File: src/rtl/ps2_host_ctrl.sv
// ps2_host_ctrl: filtered PS/2 receiver, open-drain transmitter and keyboard init / Caps Lock LED sequencer
module ps2_host_ctrl #(
    parameter int FILTER_LEN      = 8,
    parameter int INHIBIT_CYC     = 2500,
    parameter int TIMEOUT_CYC     = 50000,
    parameter int BAT_TIMEOUT_CYC = 25000000
) (
    input  logic       clk,
    input  logic       reset_n,
    input  logic       ps2clk_in,
    input  logic       ps2dat_in,
    output logic       ps2clk_oe,
    output logic       ps2dat_oe,
    input  logic       caps_led,
    output logic       code_valid,
    output logic [7:0] code_byte,
    output logic       init_done,
    output logic       err_pulse
);
    localparam int FW = $clog2(FILTER_LEN + 1);
    localparam int OW = $clog2(TIMEOUT_CYC + 1);
    localparam int TW = $clog2((BAT_TIMEOUT_CYC > INHIBIT_CYC ? BAT_TIMEOUT_CYC : INHIBIT_CYC) + 1);

    localparam logic [2:0] INIT_TX  = 3'd0;
    localparam logic [2:0] INIT_ACK = 3'd1;
    localparam logic [2:0] INIT_BAT = 3'd2;
    localparam logic [2:0] IDLE     = 3'd3;
    localparam logic [2:0] LED_CMD  = 3'd4;
    localparam logic [2:0] LED_ACK1 = 3'd5;
    localparam logic [2:0] LED_DATA = 3'd6;
    localparam logic [2:0] LED_ACK2 = 3'd7;

    localparam logic [1:0] PH_INH   = 2'd0;
    localparam logic [1:0] PH_START = 2'd1;
    localparam logic [1:0] PH_SHIFT = 2'd2;

    logic [1:0]    csync_q, csync_d, dsync_q, dsync_d;
    logic          flt_q, flt_d;
    logic [FW-1:0] fcnt_q, fcnt_d;
    logic [2:0]    state_q, state_d;
    logic [1:0]    ph_q, ph_d;
    logic [TW-1:0] tmr_q, tmr_d;
    logic [OW-1:0] to_q, to_d;
    logic [3:0]    bit_cnt_q, bit_cnt_d;
    logic [7:0]    sh_q, sh_d;
    logic          par_q, par_d;
    logic [1:0]    tries_q, tries_d;
    logic          led_lat_q, led_lat_d, led_sent_q, led_sent_d;
    logic          clk_oe_q, clk_oe_d, dat_oe_q, dat_oe_d;
    logic          code_valid_q, code_valid_d;
    logic [7:0]    code_byte_q, code_byte_d;
    logic          init_done_q, init_done_d, err_q, err_d;

    logic       fall, dat, is_tx, tout, rx_good, rx_err, tx_ok, tx_err, bad, retry, rearm;
    logic [7:0] tx_byte;

    always_comb begin
        csync_d      = {csync_q[0], ps2clk_in};
        dsync_d      = {dsync_q[0], ps2dat_in};
        flt_d        = flt_q;
        fcnt_d       = (csync_q[1] == flt_q) ? '0 : fcnt_q + 1'b1;
        if (csync_q[1] != flt_q && fcnt_q == FW'(FILTER_LEN - 1)) begin
            flt_d  = csync_q[1];
            fcnt_d = '0;
        end
        fall         = flt_q & ~flt_d;
        dat          = dsync_q[1];
        state_d      = state_q;
        ph_d         = ph_q;
        tmr_d        = tmr_q;
        bit_cnt_d    = bit_cnt_q;
        sh_d         = sh_q;
        par_d        = par_q;
        tries_d      = tries_q;
        led_lat_d    = led_lat_q;
        led_sent_d   = led_sent_q;
        clk_oe_d     = clk_oe_q;
        dat_oe_d     = dat_oe_q;
        code_valid_d = 1'b0;
        code_byte_d  = code_byte_q;
        init_done_d  = init_done_q;
        rx_good      = 1'b0;
        rx_err       = 1'b0;
        tx_ok        = 1'b0;
        tx_err       = 1'b0;
        retry        = 1'b0;
        rearm        = 1'b0;
        tx_byte      = (state_q == INIT_TX) ? 8'hFF : (state_q == LED_CMD) ? 8'hED : {5'b0, led_lat_q, 2'b0};
        is_tx        = state_q == INIT_TX || state_q == LED_CMD || state_q == LED_DATA;
        // A clock fall in the same cycle as expiry counts as progress, not a timeout
        to_d         = (fall || bit_cnt_q == 4'd0) ? '0 : to_q + 1'b1;
        tout         = !fall && bit_cnt_q != 4'd0 && to_q == OW'(TIMEOUT_CYC - 1);
        if (tout) begin
            bit_cnt_d = '0;
        end else if (is_tx) begin
            if (ph_q == PH_INH) begin
                clk_oe_d = 1'b1;
                dat_oe_d = 1'b0;
                tmr_d    = tmr_q + 1'b1;
                if (tmr_q == TW'(INHIBIT_CYC)) begin
                    ph_d     = PH_START;
                    dat_oe_d = 1'b1;
                end
            end else if (ph_q == PH_START) begin
                clk_oe_d  = 1'b0;
                ph_d      = PH_SHIFT;
                bit_cnt_d = 4'd1;
            end else if (fall) begin
                bit_cnt_d = bit_cnt_q + 4'd1;
                if (bit_cnt_q <= 4'd8) dat_oe_d = ~tx_byte[3'(bit_cnt_q - 4'd1)];
                else if (bit_cnt_q == 4'd9) dat_oe_d = ^tx_byte;
                else if (bit_cnt_q == 4'd10) dat_oe_d = 1'b0;
                else begin
                    bit_cnt_d = '0;
                    tx_ok     = !dat;
                    tx_err    = dat;
                end
            end
        end else if (fall) begin
            bit_cnt_d = bit_cnt_q + 4'd1;
            if (bit_cnt_q == 4'd0) begin
                bit_cnt_d = dat ? 4'd0 : 4'd1;
                rx_err    = dat;
            end else if (bit_cnt_q <= 4'd8) sh_d = {dat, sh_q[7:1]};
            else if (bit_cnt_q == 4'd9) par_d = dat;
            else begin
                bit_cnt_d = '0;
                rx_good   = dat & (^sh_q ^ par_q);
                rx_err    = ~(dat & (^sh_q ^ par_q));
            end
        end
        bad   = tout | rx_err | tx_err;
        err_d = bad;
        case (state_q)
            INIT_TX: begin
                if (tx_ok) state_d = INIT_ACK;
                else if (bad) rearm = 1'b1;
            end
            INIT_ACK, INIT_BAT: begin
                if (state_q == INIT_BAT) tmr_d = tmr_q + 1'b1;
                if (rx_good && sh_q == ((state_q == INIT_ACK) ? 8'hFA : 8'hAA)) begin
                    state_d     = (state_q == INIT_ACK) ? INIT_BAT : IDLE;
                    tmr_d       = '0;
                    init_done_d = state_q == INIT_BAT;
                end else if (rx_good || bad || (state_q == INIT_BAT && tmr_q == TW'(BAT_TIMEOUT_CYC - 1))) begin
                    err_d   = 1'b1;
                    state_d = INIT_TX;
                    rearm   = 1'b1;
                end
            end
            IDLE: begin
                if (rx_good) begin
                    code_valid_d = 1'b1;
                    code_byte_d  = sh_q;
                end
                if (caps_led != led_sent_q && bit_cnt_q == 4'd0 && !fall) begin
                    state_d   = LED_CMD;
                    led_lat_d = caps_led;
                    tries_d   = '0;
                    rearm     = 1'b1;
                end
            end
            LED_CMD, LED_DATA: begin
                if (tx_ok) state_d = state_q + 3'd1;
                else if (bad) retry = 1'b1;
            end
            default: begin
                if (rx_good && sh_q == 8'hFA) begin
                    state_d    = (state_q == LED_ACK1) ? LED_DATA : IDLE;
                    tries_d    = '0;
                    rearm      = state_q == LED_ACK1;
                    led_sent_d = (state_q == LED_ACK2) ? led_lat_q : led_sent_q;
                end else if (rx_good || bad) retry = 1'b1;
            end
        endcase
        // 0xFE, a wrong byte and a line error all consume one of three attempts for the current byte
        if (retry) begin
            tries_d = tries_q + 2'd1;
            state_d = (state_q == LED_CMD || state_q == LED_ACK1) ? LED_CMD : LED_DATA;
            if (tries_q == 2'd2) begin
                err_d   = 1'b1;
                state_d = IDLE;
                tries_d = '0;
            end
        end
        if (rearm || retry) begin
            ph_d      = PH_INH;
            tmr_d     = '0;
            bit_cnt_d = '0;
            clk_oe_d  = 1'b0;
            dat_oe_d  = 1'b0;
        end
    end

    always_ff @(posedge clk) begin
        if (!reset_n) begin
            csync_q      <= '0;
            dsync_q      <= '0;
            flt_q        <= 1'b0;
            fcnt_q       <= '0;
            state_q      <= INIT_TX;
            ph_q         <= PH_INH;
            tmr_q        <= '0;
            to_q         <= '0;
            bit_cnt_q    <= '0;
            sh_q         <= '0;
            par_q        <= 1'b0;
            tries_q      <= '0;
            led_lat_q    <= 1'b0;
            led_sent_q   <= 1'b0;
            clk_oe_q     <= 1'b0;
            dat_oe_q     <= 1'b0;
            code_valid_q <= 1'b0;
            code_byte_q  <= '0;
            init_done_q  <= 1'b0;
            err_q        <= 1'b0;
        end else begin
            csync_q      <= csync_d;
            dsync_q      <= dsync_d;
            flt_q        <= flt_d;
            fcnt_q       <= fcnt_d;
            state_q      <= state_d;
            ph_q         <= ph_d;
            tmr_q        <= tmr_d;
            to_q         <= to_d;
            bit_cnt_q    <= bit_cnt_d;
            sh_q         <= sh_d;
            par_q        <= par_d;
            tries_q      <= tries_d;
            led_lat_q    <= led_lat_d;
            led_sent_q   <= led_sent_d;
            clk_oe_q     <= clk_oe_d;
            dat_oe_q     <= dat_oe_d;
            code_valid_q <= code_valid_d;
            code_byte_q  <= code_byte_d;
            init_done_q  <= init_done_d;
            err_q        <= err_d;
        end
    end

    assign ps2clk_oe  = clk_oe_q;
    assign ps2dat_oe  = dat_oe_q;
    assign code_valid = code_valid_q;
    assign code_byte  = code_byte_q;
    assign init_done  = init_done_q;
    assign err_pulse  = err_q;
endmodule

File: config.mk
export PLATFORM = sky130hd
export DESIGN_NAME = ps2_host_ctrl
export DESIGN_NICKNAME = d
export VERILOG_FILES = /design/src/rtl/ps2_host_ctrl.sv
export SDC_FILE = /design/constraint.sdc
export NUM_CORES = 1
export LEC_CHECK = 0
export CAP_MARGIN = 20
export CORE_ASPECT_RATIO = 1.4
export CORE_MARGIN = 2
export CORE_UTILIZATION = 60
export CTS_CLUSTER_SIZE = 40
export DETAILED_ROUTE_END_ITERATION = 10
export GPL_ROUTABILITY_DRIVEN = 0
export PLACE_DENSITY = 0.79
export SLEW_MARGIN = 0
export SYNTH_ARGS = -nofsm -noshare
export SYNTH_HDL_FRONTEND = slang
export SYNTH_SLANG_ARGS = --single-unit
export TNS_END_PERCENT = 30
File: constraint.sdc
create_clock -name clk -period 3.96 [get_ports clk]
set_clock_uncertainty 0.15 [all_clocks]
set_input_delay 0.99 -clock clk [delete_from_list [all_inputs] [get_ports clk]]
set_output_delay 0.99 -clock clk [all_outputs]
set_load 0.05 [all_outputs]
==> results.md <==
- Post-layout util: 68.1%
- Mapped Nets: 542
- Cts hold-fix bufs: 0
- Max-slew violations: 0
- Critical path depth: 9
- Crit path arrival time: 3570 ps
- Clock transition at the registers of the reported paths: 80 ps
- Mux cell area share after synthesis: under 10%
- Htree depth: 3
- Synth warn: 0
- Total CTS buffers: 9
- DIE WIDTH: 77.3 microns
- Avg Cell Area, Syn: around 8.7 sq um
- Worst slew margin: 47.5%
- Max Freq: 0.288 GHz
- Crit path max-delay family: compound AO/OA/AOI/OAI gates
- Max-capacitance violation count: 0
- Routed WL per cell: 15.5 microns
- Setup TNS: 0 ps
- Via count: 3842
- P per Cell Area: 327 nW/um^2
- Met3 Usage GRT: 4.75%
- DP HPWL: 7.32 mm
- Top-area cell type share of the netlist area: 37.7%
- Height of the die: 107 microns
- Global-route wire length before repair: 16.7 mm
- CTS tree: done
- Met2 usage: 44.3%
- Clock Sinks: 85
- GRT Total Usage: 25.1%
- Routed wire length: 9.88 mm
- Crit-path max FO: 24
- Crit path time final: about 3500 ps
- Fin worst setup slack: 493 ps
- Worst EP required: about 4100 ps
- DR DRC count: 0
- Vias per inst: about 6.0
- Main flop type after synthesis: dfxtp_1
- Hold depth: 1
- Fin crit share: between 80% and 90%
- Status: completed
- FFs w/ async S/R, synth: 0%
- Post-place setup slack: 573 ps
- Post-Syn Area: between 4000 and 5000 sq um
- Core ar.: 7310 sq um
- Final Net Count: 556
- Syn-to-layout area delta: 10.5%
- Synth area leaders: dfxtp_1 (38%), nor2_1 (6.6%), xor2_1 (4.5%), ha_1 (4.4%), mux2i_1 (4.2%)
- Leakage: 1.88 nW
- Worst vdd ir: 0.272 mV
- Setup Buffers After CTS: 0
- Grt total ovfl: 0
- Initial antenna violation count: 0
- # setup viols final: 0
- Vias in the first global route: between 3000 and 4000
- Final Hold Fails: 0
- Post-cts resize count: 0
- Crit path top cell by count: a311oi_1
- Ant diodes: 0
- Root Buffer: clkbuf_8
- Final instance area: 4980 sq um
- Seq cells post-synth: 85
- Worst-Margin Slew: 787 ps
- HP Class: register to register
- Synth Area in Simple Gates: 26.7%
- Met1 GRT Util: 29.1%
- Placed Instance Area: 4740 sq um
- Element type at the critical path end: register
- Die Area: 8230 sq um
- Io pins: 18
- Most used routing layer: met2
- Synth Area in Compound Gates: between 15 and 20%
- Largest area contributor in the netlist: dfxtp_1
- Adder-Cell Fraction of Synth Area: between 4 and 5%
- Initial Util: 61.6%
- Worst R2R Path Depth: 9
- Initial DRC Count: 210
- CTS max path bufs: 2
- Post-Synthesis Cells: 521
- DRT Pass-1 Iters: 6
- Skew-Pair Late Insertion Delay: 350 ps
- CP Class: register to register
- Slowest Stage Delay on Critical Path: 500 ps
- Largest net degree at the start of global routing: 26
- Post-synth cell types: 70
- Slowest-stage cell, CP: a311oi_1
- Rows: 37
- Sequential element share of the synthesized area: ~38%
- Startpoint Class: register
- Final antenna-violating net count: 0
- Synth Area in XOR/XNOR: 7.35%
- Crit-path cells: inv_1 > ha_1 > xnor3_2 > xnor2_4 > a221oi_1 > a311oi_1 > a21o_1 > nand4_4 > a311oi_1
- RSZ-0062 raised after global routing: no
- Worst path bufs/invs: 1
- PortBufs: 17
- Largest family of logic cells by synthesized area: simple AND/OR/NAND/NOR gates
- Share of cells above drive strength 1: 7.78%
- EDFF count, synth: 0
-- registers in the layout (all words and copies together) (netlist names) --
signal      cells
code_valid      1
ph_q            2
tries_q         2
ps2clk_oe       1
par_q           1
err_pulse       1
csync_q         2
fcnt_q          4
to_q           16
tmr_q          25
init_done       1
ps2dat_oe       1
sh_q            8
state_q         3
led_lat_q       1
bit_cnt_q       4
flt_q           1
dsync_q         2
code_byte       8
led_sent_q      1
-- metal layers --
metal  wire [microns]  vias to the layer above
li1                 -                     1898
met2             5080                      114
met5                0                        -
met4              295                        0
met1             4060                     1803
met3              439                       27
-- path summary, 6_finish.rpt --
check / slack [ps] / start / end
worst max-delay path: 490 / sh_q[2] / tmr_q[3]
worst min-delay path: 290 / dsync_q[0] / dsync_q[1]
worst max register to register: 490 / sh_q[2] / tmr_q[3]
worst min register to register: 290 / dsync_q[0] / dsync_q[1]
-- per-stage QoR --
stage,hold slack [ps],power (mW),cells
3_3_place_gp,264,0.920,621
2_1_floorplan,262,0.910,521
5_1_grt,292,1.67,637
6_report,287,1.63,637
3_5_place_dp,268,0.922,621
4_1_cts,290,1.64,637
-- layout make-up --
cell class                      instances  area [sq um]
Multi-Input combinational cell        401          2660
Fill cell                             627          2330
Sequential cell                        85          1700
Timing Repair Buffer                   21           200
Clock buffer                           12           145
Tap cell                               97           121
Clock inverter                          4          95.1
Inverter                               17          63.8
-- cells by family after synthesis --
kind of cell               after synthesis
AOI/OAI and AO/OA                       98
and+or+nand+nor                        234
buffers and inverters                   35
DFF                                     85
xor gates and xnor gates                34
adders and majority gates               16
muxes                                   19
-- where the power goes --
part / switching, mW / internal (mW)
combinational: 0.0223 / 0.0142
clock: 0.293 / 0.436
sequential: 0.00525 / 0.859
-- placed cells by master (no fill, tap or decap), drive strengths merged, types with 10 or more instances in the layout --
| cell type | synthesis | routed |
|---|---|---|
| o21ai | 16 | 16 |
| xor2 | 23 | 23 |
| a21oi | 27 | 27 |
| nand4 | 11 | 11 |
| inv | 17 | 17 |
| xnor2 | 10 | 10 |
| nor2 | 79 | 79 |
| clkbuf | 12 | 12 |
| and3 | 10 | 10 |
| nor3 | 13 | 13 |
| nand3 | 26 | 26 |
| mux2i | 19 | 19 |
| dfxtp | 85 | 85 |
| clkdlybuf4s50 | 0 | 17 |
| ha | 16 | 16 |
| nand2 | 45 | 45 |
-- cells in the mapped netlist, types with 3 or more instances --
cell / instances
and4_1: 4
mux2i_1: 19
nor4bb_1: 3
or4_1: 3
nand4_1: 9
a311oi_1: 3
dfxtp_1: 85
ha_1: 16
xor2_1: 23
a311o_1: 3
nor3_1: 12
buf_2: 4
a31oi_1: 6
o22ai_1: 4
nor2b_1: 7
a21oi_2: 6
and2_1: 7
o21ai_0: 15
nand2b_1: 5
nor2_1: 79
nand3_1: 25
inv_1: 17
a22oi_1: 4
a21oi_1: 21
or3_1: 5
nand2_1: 45
and3_1: 10
or2_2: 3
xnor2_1: 9
a211oi_1: 4
nor4_1: 3
nor4b_1: 4
clkbuf_1: 12
(Power assumes the default switching activity.)
